<file path="config.mk">
export PLATFORM = sky130hd
export DESIGN_NAME = bus2reg_arbiter
export DESIGN_NICKNAME = d
export VERILOG_FILES = /design/src/rtl/bus2reg_pkg.sv /design/src/rtl/rr_picker.sv /design/src/rtl/bus2reg_arbiter.sv
export SDC_FILE = /design/constraint.sdc
export NUM_CORES = 1
export LEC_CHECK = 0
export BUFFER_PORTS_ARGS = -buffer_cell sky130_fd_sc_hd__buf_2
export CAP_MARGIN = 20
export CORE_ASPECT_RATIO = 1.5
export CORE_UTILIZATION = 43
export CTS_CLUSTER_SIZE = 14
export DETAILED_ROUTE_END_ITERATION = 6
export GPL_TIMING_DRIVEN = 0
export HOLD_SLACK_MARGIN = 0.05
export PLACE_DENSITY_LB_ADDON = 0.1
export RECOVER_POWER = 100
export REMOVE_ABC_BUFFERS = 1
export SLEW_MARGIN = 20
export SYNTH_ARGS = -nofsm -noshare
export SYNTH_HDL_FRONTEND = slang
export SYNTH_SLANG_ARGS = --single-unit
</file>
<file path="constraint.sdc">
create_clock -name clk -period 1.7 [get_ports clk]
set_input_delay 0.17 -clock clk [delete_from_list [all_inputs] [get_ports clk]]
set_output_delay 0.17 -clock clk [all_outputs]
set_load 0.01 [all_outputs]
</file>
<file path="src/rtl/bus2reg_pkg.sv">
// bus2reg_pkg: shared state type, default widths and sizing helper for the Bus2Reg arbiter
package bus2reg_pkg;

    typedef enum logic [0:0] {
        IDLE = 1'b0,
        BUSY = 1'b1
    } arb_state_t;

    localparam int DEF_NUM_REQ    = 2;
    localparam int DEF_ADDR_WIDTH = 3;
    localparam int DEF_DATA_WIDTH = 32;
    localparam int DEF_TIMEOUT    = 15;

    // Counter width able to hold 0..timeout; a disabled timeout still needs one bit
    function automatic int tmo_width(input int timeout);
        return (timeout == 0) ? 1 : $clog2(timeout + 1);
    endfunction

endpackage

</file>
<file path="src/rtl/rr_picker.sv">
// rr_picker: picks the first requester at or after ptr, wrapping around
module rr_picker
    import bus2reg_pkg::*;
#(
    parameter int NUM_REQ = DEF_NUM_REQ,
    parameter int PTR_W   = $clog2(NUM_REQ)
) (
    input  logic [NUM_REQ-1:0] req,
    input  logic [PTR_W-1:0]   ptr,
    output logic [NUM_REQ-1:0] pick,
    output logic               valid
);

    logic [NUM_REQ-1:0] upper;
    logic [NUM_REQ-1:0] src;

    // Prefer requesters at or above ptr, otherwise wrap to the lowest; isolate the lowest set bit
    always_comb begin
        upper = req & ({NUM_REQ{1'b1}} << ptr);
        src   = (|upper) ? upper : req;
        pick  = src & (-src);
        valid = |req;
    end

endmodule

</file>
<file path="src/rtl/bus2reg_arbiter.sv">
// bus2reg_arbiter: round-robin sharing of one Bus2Reg register bus among several front-ends
module bus2reg_arbiter
    import bus2reg_pkg::*;
#(
    parameter int NUM_REQ    = DEF_NUM_REQ,
    parameter int ADDR_WIDTH = DEF_ADDR_WIDTH,
    parameter int DATA_WIDTH = DEF_DATA_WIDTH,
    parameter int TIMEOUT    = DEF_TIMEOUT
) (
    input  logic                            clk,
    input  logic                            rst,
    input  logic [NUM_REQ-1:0]              s_bus_req,
    input  logic [NUM_REQ-1:0]              s_bus_req_is_wr,
    input  logic [NUM_REQ*ADDR_WIDTH-1:0]   s_bus_addr,
    input  logic [NUM_REQ*DATA_WIDTH-1:0]   s_bus_wr_data,
    input  logic [NUM_REQ*DATA_WIDTH/8-1:0] s_bus_wr_biten,
    output logic [NUM_REQ-1:0]              s_bus_ready,
    output logic [NUM_REQ-1:0]              s_bus_err,
    output logic [DATA_WIDTH-1:0]           s_bus_rd_data,
    output logic                            m_bus_req,
    output logic                            m_bus_req_is_wr,
    output logic [ADDR_WIDTH-1:0]           m_bus_addr,
    output logic [DATA_WIDTH-1:0]           m_bus_wr_data,
    output logic [DATA_WIDTH/8-1:0]         m_bus_wr_biten,
    input  logic                            m_bus_ready,
    input  logic                            m_bus_err,
    input  logic [DATA_WIDTH-1:0]           m_bus_rd_data,
    output logic [NUM_REQ-1:0]              grant
);

    localparam int BE_W  = DATA_WIDTH / 8;
    localparam int PTR_W = $clog2(NUM_REQ);
    localparam int TW    = tmo_width(TIMEOUT);
    localparam logic [TW-1:0] TMO_LAST = (TIMEOUT == 0) ? '0 : TW'(TIMEOUT - 1);
    localparam logic [TW-1:0] TMO_MAX  = '1;

    arb_state_t          state;
    logic [PTR_W-1:0]    rr_ptr;
    logic [TW-1:0]       tmo_cnt;
    logic                lat_is_wr;
    logic [ADDR_WIDTH-1:0] lat_addr;
    logic [DATA_WIDTH-1:0] lat_wr_data;
    logic [BE_W-1:0]     lat_biten;

    logic                busy;
    logic                tmo_hit;
    logic                done;
    logic [PTR_W-1:0]    g_idx;
    logic [PTR_W-1:0]    next_ptr;
    logic [PTR_W-1:0]    pick_ptr;
    logic [NUM_REQ-1:0]  pick_req;
    logic [NUM_REQ-1:0]  pick;
    logic                pick_valid;
    logic                sel_is_wr;
    logic [ADDR_WIDTH-1:0] sel_addr;
    logic [DATA_WIDTH-1:0] sel_wr_data;
    logic [BE_W-1:0]     sel_biten;

    // Completion happens on register-block ready, or when the wait budget runs out
    always_comb begin
        busy    = (state == BUSY);
        tmo_hit = (TIMEOUT != 0) && (tmo_cnt == TMO_LAST);
        done    = busy && (m_bus_ready || tmo_hit);
    end

    // On completion the owner's request is stale, so mask it and search from just past it
    always_comb begin
        g_idx = '0;
        for (int i = 0; i < NUM_REQ; i++)
            if (grant[i]) g_idx = PTR_W'(i);
        next_ptr = (g_idx == PTR_W'(NUM_REQ - 1)) ? '0 : g_idx + PTR_W'(1);
        pick_req = s_bus_req & ~(done ? grant : '0);
        pick_ptr = done ? next_ptr : rr_ptr;
    end

    rr_picker #(
        .NUM_REQ(NUM_REQ),
        .PTR_W  (PTR_W)
    ) u_picker (
        .req  (pick_req),
        .ptr  (pick_ptr),
        .pick (pick),
        .valid(pick_valid)
    );

    // Select the picked requester's command fields from the packed input buses
    always_comb begin
        sel_is_wr   = |(s_bus_req_is_wr & pick);
        sel_addr    = '0;
        sel_wr_data = '0;
        sel_biten   = '0;
        for (int i = 0; i < NUM_REQ; i++) begin
            if (pick[i]) begin
                sel_addr    = s_bus_addr[i*ADDR_WIDTH +: ADDR_WIDTH];
                sel_wr_data = s_bus_wr_data[i*DATA_WIDTH +: DATA_WIDTH];
                sel_biten   = s_bus_wr_biten[i*BE_W +: BE_W];
            end
        end
    end

    // Drive the register bus from latched fields and route the response to the owner only
    always_comb begin
        m_bus_req       = busy;
        m_bus_req_is_wr = busy && lat_is_wr;
        m_bus_addr      = busy ? lat_addr : '0;
        m_bus_wr_data   = busy ? lat_wr_data : '0;
        m_bus_wr_biten  = (busy && lat_is_wr) ? lat_biten : '0;
        s_bus_ready     = done ? grant : '0;
        s_bus_err       = done ? (grant & {NUM_REQ{~m_bus_ready | m_bus_err}}) : '0;
        s_bus_rd_data   = (busy && m_bus_ready) ? m_bus_rd_data : '0;
    end

    // Grant/latch on entry or back-to-back after completion; otherwise count wait cycles without wrapping
    always_ff @(posedge clk or negedge rst) begin
        if (!rst) begin
            state       <= IDLE;
            rr_ptr      <= '0;
            grant       <= '0;
            tmo_cnt     <= '0;
            lat_is_wr   <= 1'b0;
            lat_addr    <= '0;
            lat_wr_data <= '0;
            lat_biten   <= '0;
        end else begin
            if (done) rr_ptr <= next_ptr;
            if (!busy || done) begin
                state   <= pick_valid ? BUSY : IDLE;
                grant   <= pick;
                tmo_cnt <= '0;
                if (pick_valid) begin
                    lat_is_wr   <= sel_is_wr;
                    lat_addr    <= sel_addr;
                    lat_wr_data <= sel_wr_data;
                    lat_biten   <= sel_biten;
                end
            end else if (tmo_cnt != TMO_MAX) begin
                tmo_cnt <= tmo_cnt + TW'(1);
            end
        end
    end

endmodule

</file>
==> results.rst, run 1 <==
.. list-table::
   :header-rows: 1

   * - Metric
     - Value
   * - Outcome
     - finished with violations
   * - DRC viols
     - 0
   * - Die Wd
     - 80.9 um
   * - Deepest clock path buffer count
     - 2
   * - Start-to-end type of the worst setup path
     - reg2reg
   * - Achievable clock frequency
     - 513 MHz
   * - Violations in the final reports
     - setup timing
   * - Total Routed Length
     - just under 20000 um
   * - Final worst clock skew
     - ~0.0097 ns
   * - Boundary pin count
     - around 200
   * - Synth Area in Compound Gates
     - 0.417
   * - Final Critical Period
     - 1.95 ns
   * - Clock latency at the later pin of the worst-skew pair
     - 0.30 ns
   * - Tightest Pin Transition
     - about 1.4 ns
   * - R2R Setup Slk
     - -0.25 ns
   * - Synthesized-area fraction occupied by and/or/nand/nor cells
     - 0.180
   * - Total buffers and inverters traversed by the critical path
     - 4
   * - Xor and xnor area share after synthesis
     - 0.00218
   * - Number of buffers inserted during clock tree synthesis
     - 5
   * - Synthesized instance count
     - 482
   * - CP max stage cell
     - sky130_fd_sc_hd__dfrtp_1
   * - CP startpoint kind
     - register
   * - Core area
     - approximately 0.0089 mm2
   * - Number of antenna violations at the first check in global routing
     - 0
   * - Cell chain of the critical path
     - inv_2 > ha_4 > a31o_4 > buf_16 > buf_6 > nand3_4 > a22o_4 > clkbuf_16 > a31oi_1
   * - Placement Rows
     - 42
   * - Initial Util
     - 0.450
   * - CTS tree
     - built
   * - Power density over the cells
     - 862 mW/mm2
   * - Worst Hold Class
     - in2reg
   * - Post-Synth Adder-Cell Area
     - 0.00623
   * - Highest ir drop seen on vdd
     - 0.557 mV
   * - First-pass GRT wire length
     - 28300 um
   * - Worst max-slew margin expressed relative to the limit
     - 0.0921
   * - Crit path max fanout
     - 7
   * - Commonest cells after routing, fill and taps aside
     - 192 x sky130_fd_sc_hd__buf_2, 44 x sky130_fd_sc_hd__dfrtp_1, 43 x sky130_fd_sc_hd__nand2_1, 40 x sky130_fd_sc_hd__o211ai_1, 38 x sky130_fd_sc_hd__a41oi_1
   * - Max-slew violation total from the final report
     - 0
   * - Layout-stage area growth over the synthesis result
     - 64.3%
   * - Number of hold violations in the final report
     - 0
   * - Part of the Yosys area used for sequential elements
     - 0.299
   * - Most common library cell in the layout ignoring fill and taps
     - sky130_fd_sc_hd__buf_2
   * - Count of placed standard cells including taps
     - 723
   * - CTS sink count
     - 48
   * - Register bit count reported by yosys
     - 48
   * - Detailed Routing Iterations Pass 1
     - 5
   * - Category of cells accounting for the largest share of critical-path delay
     - compound AO/OA/AOI/OAI gates
   * - Post-synthesis cell area
     - approximately 0.0040 mm2
   * - Leakage power
     - 2.85 nW
   * - Remaining global-route overflow
     - 0
   * - Count of antenna-violating nets left after detailed routing
     - 0
   * - Overall via count from detail_route
     - 5510
   * - Fraction of layout cells with a size suffix above 1
     - 0.531
   * - Setup slack after layout
     - -0.251 ns
   * - Final-stage net count
     - 800
   * - RSZ-0062 raised after global routing
     - true
   * - Die footprint
     - 0.00974 mm2
   * - Drt wl/cell
     - 24.6 um
   * - Clock root cell
     - sky130_fd_sc_hd__clkbuf_16
   * - Mux share of post-synthesis cell area
     - 0
   * - Initial DRC Count
     - roughly 660
   * - Arrival time of the worst setup path
     - 2.16 ns
   * - Die Y
     - 120 um
   * - Fin crit share
     - 1.15
   * - Longest individual stage delay on the worst path
     - just under 0.4 ns
   * - Mean area per synthesized cell
     - 8.34 um2
   * - Number of distinct standard cells referenced by the synthesized netlist
     - 33
   * - Final HPWL from detailed placement
     - 9040 um
   * - Antenna fix cells
     - 0
   * - Number of port buffers
     - 196
   * - Count of synthesis-stage warnings from yosys
     - 0
   * - Non-filler instance count after layout
     - 790
   * - Total GRT Usage
     - 0.379
   * - Critical path endpoint category
     - register
   * - H-tree depth
     - 2
   * - Via-per-instance ratio
     - 6.97
   * - Endpoints failing setup
     - between 40 and 50
   * - Max-cap violations
     - 0
   * - Clock edge transition at the registers on the reported setup and hold paths
     - ~0.07 ns
   * - Dominant combinational cell family by area after synthesis
     - compound AO/OA/AOI/OAI gates
   * - Pin count of the biggest net entering global routing
     - 49
   * - Vias in the first global route
     - slightly above 5000
   * - Min Hold Slack
     - 0.160 ns
   * - Gp weighted congestion
     - about 0.79
   * - Data required time of the worst path
     - 1.91 ns
through the flow:
step | area, um2 | setup slack [ns] | power (mW) | setup TNS, ns | util
floorplan | 3650 | -3.40 | 2.69 | -247.77 | -
finish | 6600 | -0.251 | 5.69 | -9.18 | 0.739
CTS | 6180 | -0.186 | 5.27 | -6.68 | 0.692
global placement | 4770 | -6.49 | 3.50 | -460.72 | 0.534
global route | 6600 | -0.304 | 5.92 | -12.79 | 0.739
detailed placement | 5090 | -1.37 | 3.69 | -57.23 | 0.570
worst paths after layout:
check / startpoint / end / depth (start not counted)
hold / removal: s_bus_wr_data[1] / lat_wr_data[1]$_DFFE_PN0P_ / 3
min in group asynchronous: rst / lat_wr_data[4]$_DFFE_PN0P_ / 2
setup reg to reg: tmo_cnt[0]$_DFFE_PN0P_ / lat_wr_data[27]$_DFFE_PN0P_ / 9
hold reg to reg: lat_wr_data[5]$_DFFE_PN0P_ / lat_wr_data[5]$_DFFE_PN0P_ / 2
max in group asynchronous: rst / m_bus_req$_DFFE_PN0P_ / 2
setup / recovery: tmo_cnt[0]$_DFFE_PN0P_ / lat_wr_data[27]$_DFFE_PN0P_ / 9
layout make-up:
| cell class | instances | area (um2) |
|---|---|---|
| clock buffer | 7 | 153 |
| fill | 660 | 2330 |
| inverter | 4 | 15.0 |
| multi-input combinational | 360 | 3130 |
| sequential | 48 | 1210 |
| tap | 110 | 138 |
| timing repair buffer | 261 | 1960 |
state kept, by name (all words and copies together), names as in the netlist:
register	cells
grant	2
lat_addr	3
lat_biten	4
lat_is_wr	1
lat_wr_data	32
m_bus_req	1
rr_ptr	1
tmo_cnt	4
cells in the mapped netlist:
| cell type | n | area [um2] |
|---|---|---|
| sky130_fd_sc_hd__a211oi_1 | 42 | 315 |
| sky130_fd_sc_hd__a21boi_1 | 1 | 7.51 |
| sky130_fd_sc_hd__a21boi_2 | 1 | 11.3 |
| sky130_fd_sc_hd__a221o_1 | 1 | 10.0 |
| sky130_fd_sc_hd__a221oi_1 | 40 | 350 |
| sky130_fd_sc_hd__a22o_1 | 1 | 8.76 |
| sky130_fd_sc_hd__a22oi_1 | 1 | 7.51 |
| sky130_fd_sc_hd__a2bb2oi_1 | 1 | 8.76 |
| sky130_fd_sc_hd__a31o_2 | 1 | 8.76 |
| sky130_fd_sc_hd__a31oi_1 | 41 | 257 |
| sky130_fd_sc_hd__a31oi_4 | 1 | 21.3 |
| sky130_fd_sc_hd__a32o_1 | 1 | 10.0 |
| sky130_fd_sc_hd__a41oi_1 | 40 | 350 |
| sky130_fd_sc_hd__and2_1 | 36 | 225 |
| sky130_fd_sc_hd__and3_1 | 36 | 225 |
| sky130_fd_sc_hd__buf_1 | 1 | 3.75 |
| sky130_fd_sc_hd__buf_2 | 24 | 120 |
| sky130_fd_sc_hd__buf_4 | 1 | 7.51 |
| sky130_fd_sc_hd__buf_6 | 5 | 56.3 |
| sky130_fd_sc_hd__clkbuf_1 | 48 | 180 |
| sky130_fd_sc_hd__dfrtp_1 | 48 | 1200 |
| sky130_fd_sc_hd__ha_1 | 2 | 25.0 |
| sky130_fd_sc_hd__inv_1 | 4 | 15.0 |
| sky130_fd_sc_hd__nand2_1 | 45 | 169 |
| sky130_fd_sc_hd__nand3_1 | 4 | 20.0 |
| sky130_fd_sc_hd__nand3_2 | 1 | 10.0 |
| sky130_fd_sc_hd__nor2_1 | 7 | 26.3 |
| sky130_fd_sc_hd__nor2b_1 | 3 | 18.8 |
| sky130_fd_sc_hd__nor3_1 | 1 | 5.00 |
| sky130_fd_sc_hd__nor4b_4 | 1 | 23.8 |
| sky130_fd_sc_hd__o211ai_1 | 40 | 300 |
| sky130_fd_sc_hd__o21ai_0 | 2 | 10.0 |
| sky130_fd_sc_hd__xnor2_1 | 1 | 8.76 |
worst register-to-register path, stage by stage (launching register included):
cell and delay (ns):
sky130_fd_sc_hd__dfrtp_1 0.39, sky130_fd_sc_hd__inv_2 0.07, sky130_fd_sc_hd__ha_4 0.16, sky130_fd_sc_hd__a31o_4 0.18, sky130_fd_sc_hd__buf_16 0.12, sky130_fd_sc_hd__buf_6 0.11
sky130_fd_sc_hd__nand3_4 0.12, sky130_fd_sc_hd__a22o_4 0.36, sky130_fd_sc_hd__clkbuf_16 0.19, sky130_fd_sc_hd__a31oi_1 0.17
per-layer routing:
metal  vias up  share of wire  wire [um]  GRT usage
met5         -              0          0          0
met4         0          0.045        874      0.185
met1      2633           0.37       7270      0.506
li1       2366              -          -          -
met3        85          0.093       1820     0.0642
met2       426           0.49       9510      0.582
report_power, final:
group	switching [mW]	internal (mW)
combinational	1.60	1.37
sequential	0.224	1.41
clock	0.471	0.620
kinds of logic after synthesis:
family          Yosys count
compound gates          214
xor+xnor                  1
fa+ha+maj                 2
buf+inv                  83
flops                    48
simple gates            134
what timing repair did:
item / in CTS / in global routing
pin swaps: 43 / 25
buffers inserted: 36 / 5
cloned: 16 / 4
endpoints found under the hold margin: 48 / 0
hold buffers: 1 / 0
gates resized for setup: 77 / 53
setup endpoints to repair: 86 / 54
(Power assumes the default switching activity.)
==> inputs of run 2 (changes only) <==
--- a/config.mk
+++ b/config.mk
@@ -5,10 +5,11 @@
 export SDC_FILE = /design/constraint.sdc
 export NUM_CORES = 1
 export LEC_CHECK = 0
+export ABC_AREA = 1
 export BUFFER_PORTS_ARGS = -buffer_cell sky130_fd_sc_hd__buf_2
 export CAP_MARGIN = 20
 export CORE_ASPECT_RATIO = 1.5
-export CORE_UTILIZATION = 43
+export CORE_UTILIZATION = 41
 export CTS_CLUSTER_SIZE = 14
 export DETAILED_ROUTE_END_ITERATION = 6
 export GPL_TIMING_DRIVEN = 0
==> run 2 against run 1 <==
The flow still finishes with violations (setup timing). Wire length fell by 33%. Power fell by 12%. Core utilization fell by 8.4 points. Die area fell by 7.0%. Final cell count rose by 6.5%. First-iteration DRC count fell by 68%. Worst setup slack improved by 0.17 ns. Critical path type unchanged. Largest cell class unchanged.
==> results.rst, run 2 <==
.. list-table::
   :header-rows: 1

   * - Metric
     - Value
   * - Longest individual stage delay on the worst path
     - 0.40 ns (about the same)
   * - RSZ-0062 raised after global routing
     - true
   * - Number of cells on the worst reg-to-reg path
     - 12 (+3)
   * - Most common library cell in the layout ignoring fill and taps
     - sky130_fd_sc_hd__buf_2
   * - Library cell appearing most often on the critical path
     - sky130_fd_sc_hd__nand2_1
   * - Highest ir drop seen on vdd
     - 0.583 mV (+4.8%)
   * - Worst max-slew margin expressed relative to the limit
     - 0.193 (+0.101)
   * - Met2 wire len
     - 7100 um (-25%)
   * - Arrival time of the worst setup path
     - 1.95 ns (-0.21 ns)
   * - Count of placed standard cells including taps
     - 786 (+8.7%)
   * - Pin count of the biggest net entering global routing
     - 49 (unchanged)
   * - Clock latency at the later pin of the worst-skew pair
     - 0.28 ns (-0.02 ns)
   * - Count of antenna-violating nets left after detailed routing
     - 0 (unchanged)
   * - CP startpoint kind
     - register
   * - Detailed Routing Iterations Pass 1
     - 4 (-1)
   * - Cell area reported after detailed placement
     - 0.00442 mm2 (-13%)
   * - Clock root cell
     - sky130_fd_sc_hd__clkbuf_16
   * - Reg-to-reg startpoint
     - tmo_cnt[0]$_DFFE_PN0P_
   * - Die Wd
     - 78.1 um (-3.5%)
   * - Count of synthesis-stage warnings from yosys
     - 0 (unchanged)
   * - CP max stage cell
     - sky130_fd_sc_hd__dfrtp_1
   * - Most numerous cell in the Yosys netlist
     - sky130_fd_sc_hd__nand2_1
   * - Post-synthesis cell area
     - 0.00356 mm2 (-11%)
   * - Placement Rows
     - 41 (-2.4%)
   * - Biggest registers after layout
     - lat_wr_data: 32 flops, lat_biten: 4 flops, tmo_cnt: 4 flops
   * - Crit path max fanout
     - 5 (-2)
   * - Highest metal layer used by the detailed router
     - met4
   * - Count of cells along the worst hold path
     - 5 (+2)
   * - First-pass GRT wire length
     - 18700 um (-34%)
   * - Total Routed Length
     - 13100 um (-33%)
   * - Core area
     - 0.00841 mm2 (-5.8%)
   * - Leakage power
     - 3.40 nW (+19%)
   * - Yosys top cell area share
     - 0.338 (+0.0386)
   * - Initial Util
     - 0.423 (-0.0268)
   * - Overall via count from detail_route
     - 4109 (-25%)
   * - Final HPWL from detailed placement
     - 6520 um (-28%)
   * - Setup slack after layout
     - -0.0809 ns (+0.170 ns)
   * - Violations in the final reports
     - setup timing
   * - Final Critical Period
     - 1.78 ns (-0.170 ns)
   * - CTS tree
     - built
   * - Prevailing post-synth register cell
     - sky130_fd_sc_hd__dfrtp_1
   * - Drt wl/cell
     - 15.6 um (-37%)
   * - Die footprint
     - 0.00906 mm2 (-7.0%)
   * - Number of hold violations in the final report
     - 0 (unchanged)
   * - Data required time of the worst path
     - 1.87 ns (-0.04 ns)
   * - H-tree depth
     - 2 (unchanged)
   * - Layout-stage area growth over the synthesis result
     - 54.8%
   * - CTS sink count
     - 48 (unchanged)
   * - Deepest clock path buffer count
     - 2 (unchanged)
   * - Cell chain of the critical path
     - inv_2 > ha_4 > nand3_4 > nand2_4 > nand3_4 > buf_12 > nand2_8 > nand2_4 > nand3_2 > nand2_1 > nand2_1 > nand2_1
   * - DRC viols
     - 0 (unchanged)
   * - WL met3
     - 765 um (-58%)
   * - R2R Setup Slk
     - -0.08 ns (+0.17 ns)
   * - Initial DRC Count
     - 211 (-68%)
   * - Final standard cell area without fillers
     - 0.00551 mm2 (-17%)
   * - Worst Hold Class
     - in2reg
   * - Commonest cells after routing, fill and taps aside
     - 192 x sky130_fd_sc_hd__buf_2, 191 x sky130_fd_sc_hd__nand2_1, 77 x sky130_fd_sc_hd__inv_1, 58 x sky130_fd_sc_hd__nand3_2, 47 x sky130_fd_sc_hd__dfrtp_1
   * - Synthesized instance count
     - 514 (+6.6%)
   * - Boundary pin count
     - 197 (unchanged)
   * - Final worst clock skew
     - 0.00664 ns (-0.00310 ns)
   * - Largest register FFs
     - 32 (unchanged)
   * - Largest Register
     - lat_wr_data
   * - Number of flops mapped to enable cells by yosys
     - 0 (unchanged)
   * - Register bit count reported by yosys
     - 48 (unchanged)
   * - Tightest Pin Transition
     - 1.21 ns (-0.151 ns)
   * - Mean area per synthesized cell
     - 6.92 um2 (-17%)
   * - Commonest cells in the netlist
     - 204 x sky130_fd_sc_hd__nand2_1, 78 x sky130_fd_sc_hd__inv_1, 48 x sky130_fd_sc_hd__dfrtp_1
   * - Aggregate negative setup slack
     - -2.24 ns (+6.94 ns)
   * - Number of buffers inserted during clock tree synthesis
     - 5 (unchanged)
   * - Part of the Yosys area used for sequential elements
     - 0.338 (+0.0386)
   * - Routed met1 length
     - 4910 um (-32%)
   * - Fraction of layout cells with a size suffix above 1
     - 0.466 (-0.0649)
   * - Number of antenna violations at the first check in global routing
     - 0 (unchanged)
   * - Share of async-settable or async-resettable flops after synthesis
     - 1.00 (unchanged)
   * - Non-filler instance count after layout
     - 841 (+6.5%)
   * - Clock edge transition at the registers on the reported setup and hold paths
     - 0.06 ns (about the same)
   * - Max-slew violation total from the final report
     - 0 (unchanged)
   * - Final-stage net count
     - 853 (+6.6%)
   * - Synth top area cells
     - sky130_fd_sc_hd__dfrtp_1 34%, sky130_fd_sc_hd__nand2_1 22%, sky130_fd_sc_hd__nand3_2 12%, sky130_fd_sc_hd__inv_1 8.2%, sky130_fd_sc_hd__nand3_1 6.5%
   * - Reg2Reg Capture Point
     - lat_wr_data[7]$_DFFE_PN0P_
   * - Achievable clock frequency
     - 561 MHz (+9.5%)
   * - Power density over the cells
     - 915 mW/mm2 (+6.1%)
   * - Max-cap violations
     - 0 (unchanged)
   * - Total GRT Usage
     - 0.274 (-0.105)
   * - Die Y
     - 116 um (-3.6%)
   * - Endpoints failing setup
     - 44 (-4.3%)
   * - Critical path endpoint category
     - register
   * - Remaining global-route overflow
     - 0 (unchanged)
   * - Number of port buffers
     - 196 (unchanged)
   * - Startpoint of the lowest-slack hold path
     - s_bus_wr_biten[7]
   * - Library cell occupying the most area in the post-synthesis netlist
     - sky130_fd_sc_hd__dfrtp_1
   * - Gp weighted congestion
     - 0.783 (-1.2%)
   * - Start-to-end type of the worst setup path
     - reg2reg
   * - End point of the worst hold path
     - lat_biten[3]$_DFFE_PN0P_
   * - Antenna fix cells
     - 0 (unchanged)
   * - Via-per-instance ratio
     - 4.89 (-30%)
   * - Fin crit share
     - 1.05 (-0.100)
   * - Outcome
     - finished with violations
   * - Number of distinct standard cells referenced by the synthesized netlist
     - 23 (-30%)
   * - Vias in the first global route
     - 3605 (-30%)
[run 2: repair_timing]
item                                    CTS  global route
setup buffers                            25             1
resized for setup                        54            34
endpoints found under the setup margin   77            52
pin swaps                                13            14
hold buffers                              0             1
hold endpoints to repair                  0            48
cloned                                   15             5
[run 2: final cells by class]
class	instances	area, um2
multi-input cells	368	2280
clock inverters	2	35.0
inverters	83	363
fillers	765	2910
well taps	107	134
flip-flops and latches	48	1200
clock buffers	6	129
repair buffers	225	1340
repair inverters	2	22.5
[run 2: logic make-up (layout without fill, tap and decap cells)]
logic type	count (synthesis)	count (layout)	synth area share
buf+inv	115	318	0.168
flops	48	48	0.338
compound gates	4	7	0.00950
fa+ha+maj	2	2	0.00703
simple gates	344	358	0.475
xor+xnor	1	1	0.00246
[run 2: how the worst max path moves through the flow]
| stage | startpoint | to | slack [ns] | cells past startpoint |
|---|---|---|---|---|
| 2_1_floorplan | m_bus_req$_DFFE_PN0P_ | lat_addr[0]$_DFFE_PN0P_ | -0.60 | 6 |
| 3_5_place_dp | m_bus_req$_DFFE_PN0P_ | lat_wr_data[31]$_DFFE_PN0P_ | -1.03 | 7 |
| 6_report | tmo_cnt[0]$_DFFE_PN0P_ | lat_wr_data[7]$_DFFE_PN0P_ | -0.08 | 12 |
| 4_1_cts | tmo_cnt[0]$_DFFE_PN0P_ | s_bus_err[1] | -0.05 | 8 |
| 3_3_place_gp | m_bus_req$_DFFE_PN0P_ | lat_wr_data[2]$_DFFE_PN0P_ | -1.56 | 6 |
| 5_1_grt | tmo_cnt[0]$_DFFE_PN0P_ | lat_wr_data[5]$_DFFE_PN0P_ | -0.17 | 12 |
[run 2: metrics by stage]
step	hold WS [ns]	setup slack, ns	utilization	power, mW
detailed placement	0.437	-1.03	0.526	3.23
finish	0.197	-0.0809	0.655	5.04
CTS	0.135	-0.0545	0.625	4.90
global route	0.213	-0.168	0.655	5.35
global placement	0.432	-1.56	0.522	3.18
floorplan	-0.126	-0.596	-	2.54
[run 2: where the power goes]
group	switching, mW	internal, mW
clock network	0.404	0.692
logic	1.48	0.920
registers	0.147	1.40
[run 2: per-layer routing]
layer  up-vias  track usage
li1       2009            -
met1      1901        0.307
met4         0       0.0852
met3        22       0.0313
met5         -            0
met2       177        0.535
[run 2: worst max-delay path: cells and delay by family (launching register included)]
kind	cells	cell delay [ns]
buffers and inverters	2	0.28
and+or+nand+nor	9	0.85
adders and majority gates	1	0.13
DFF	1	0.40
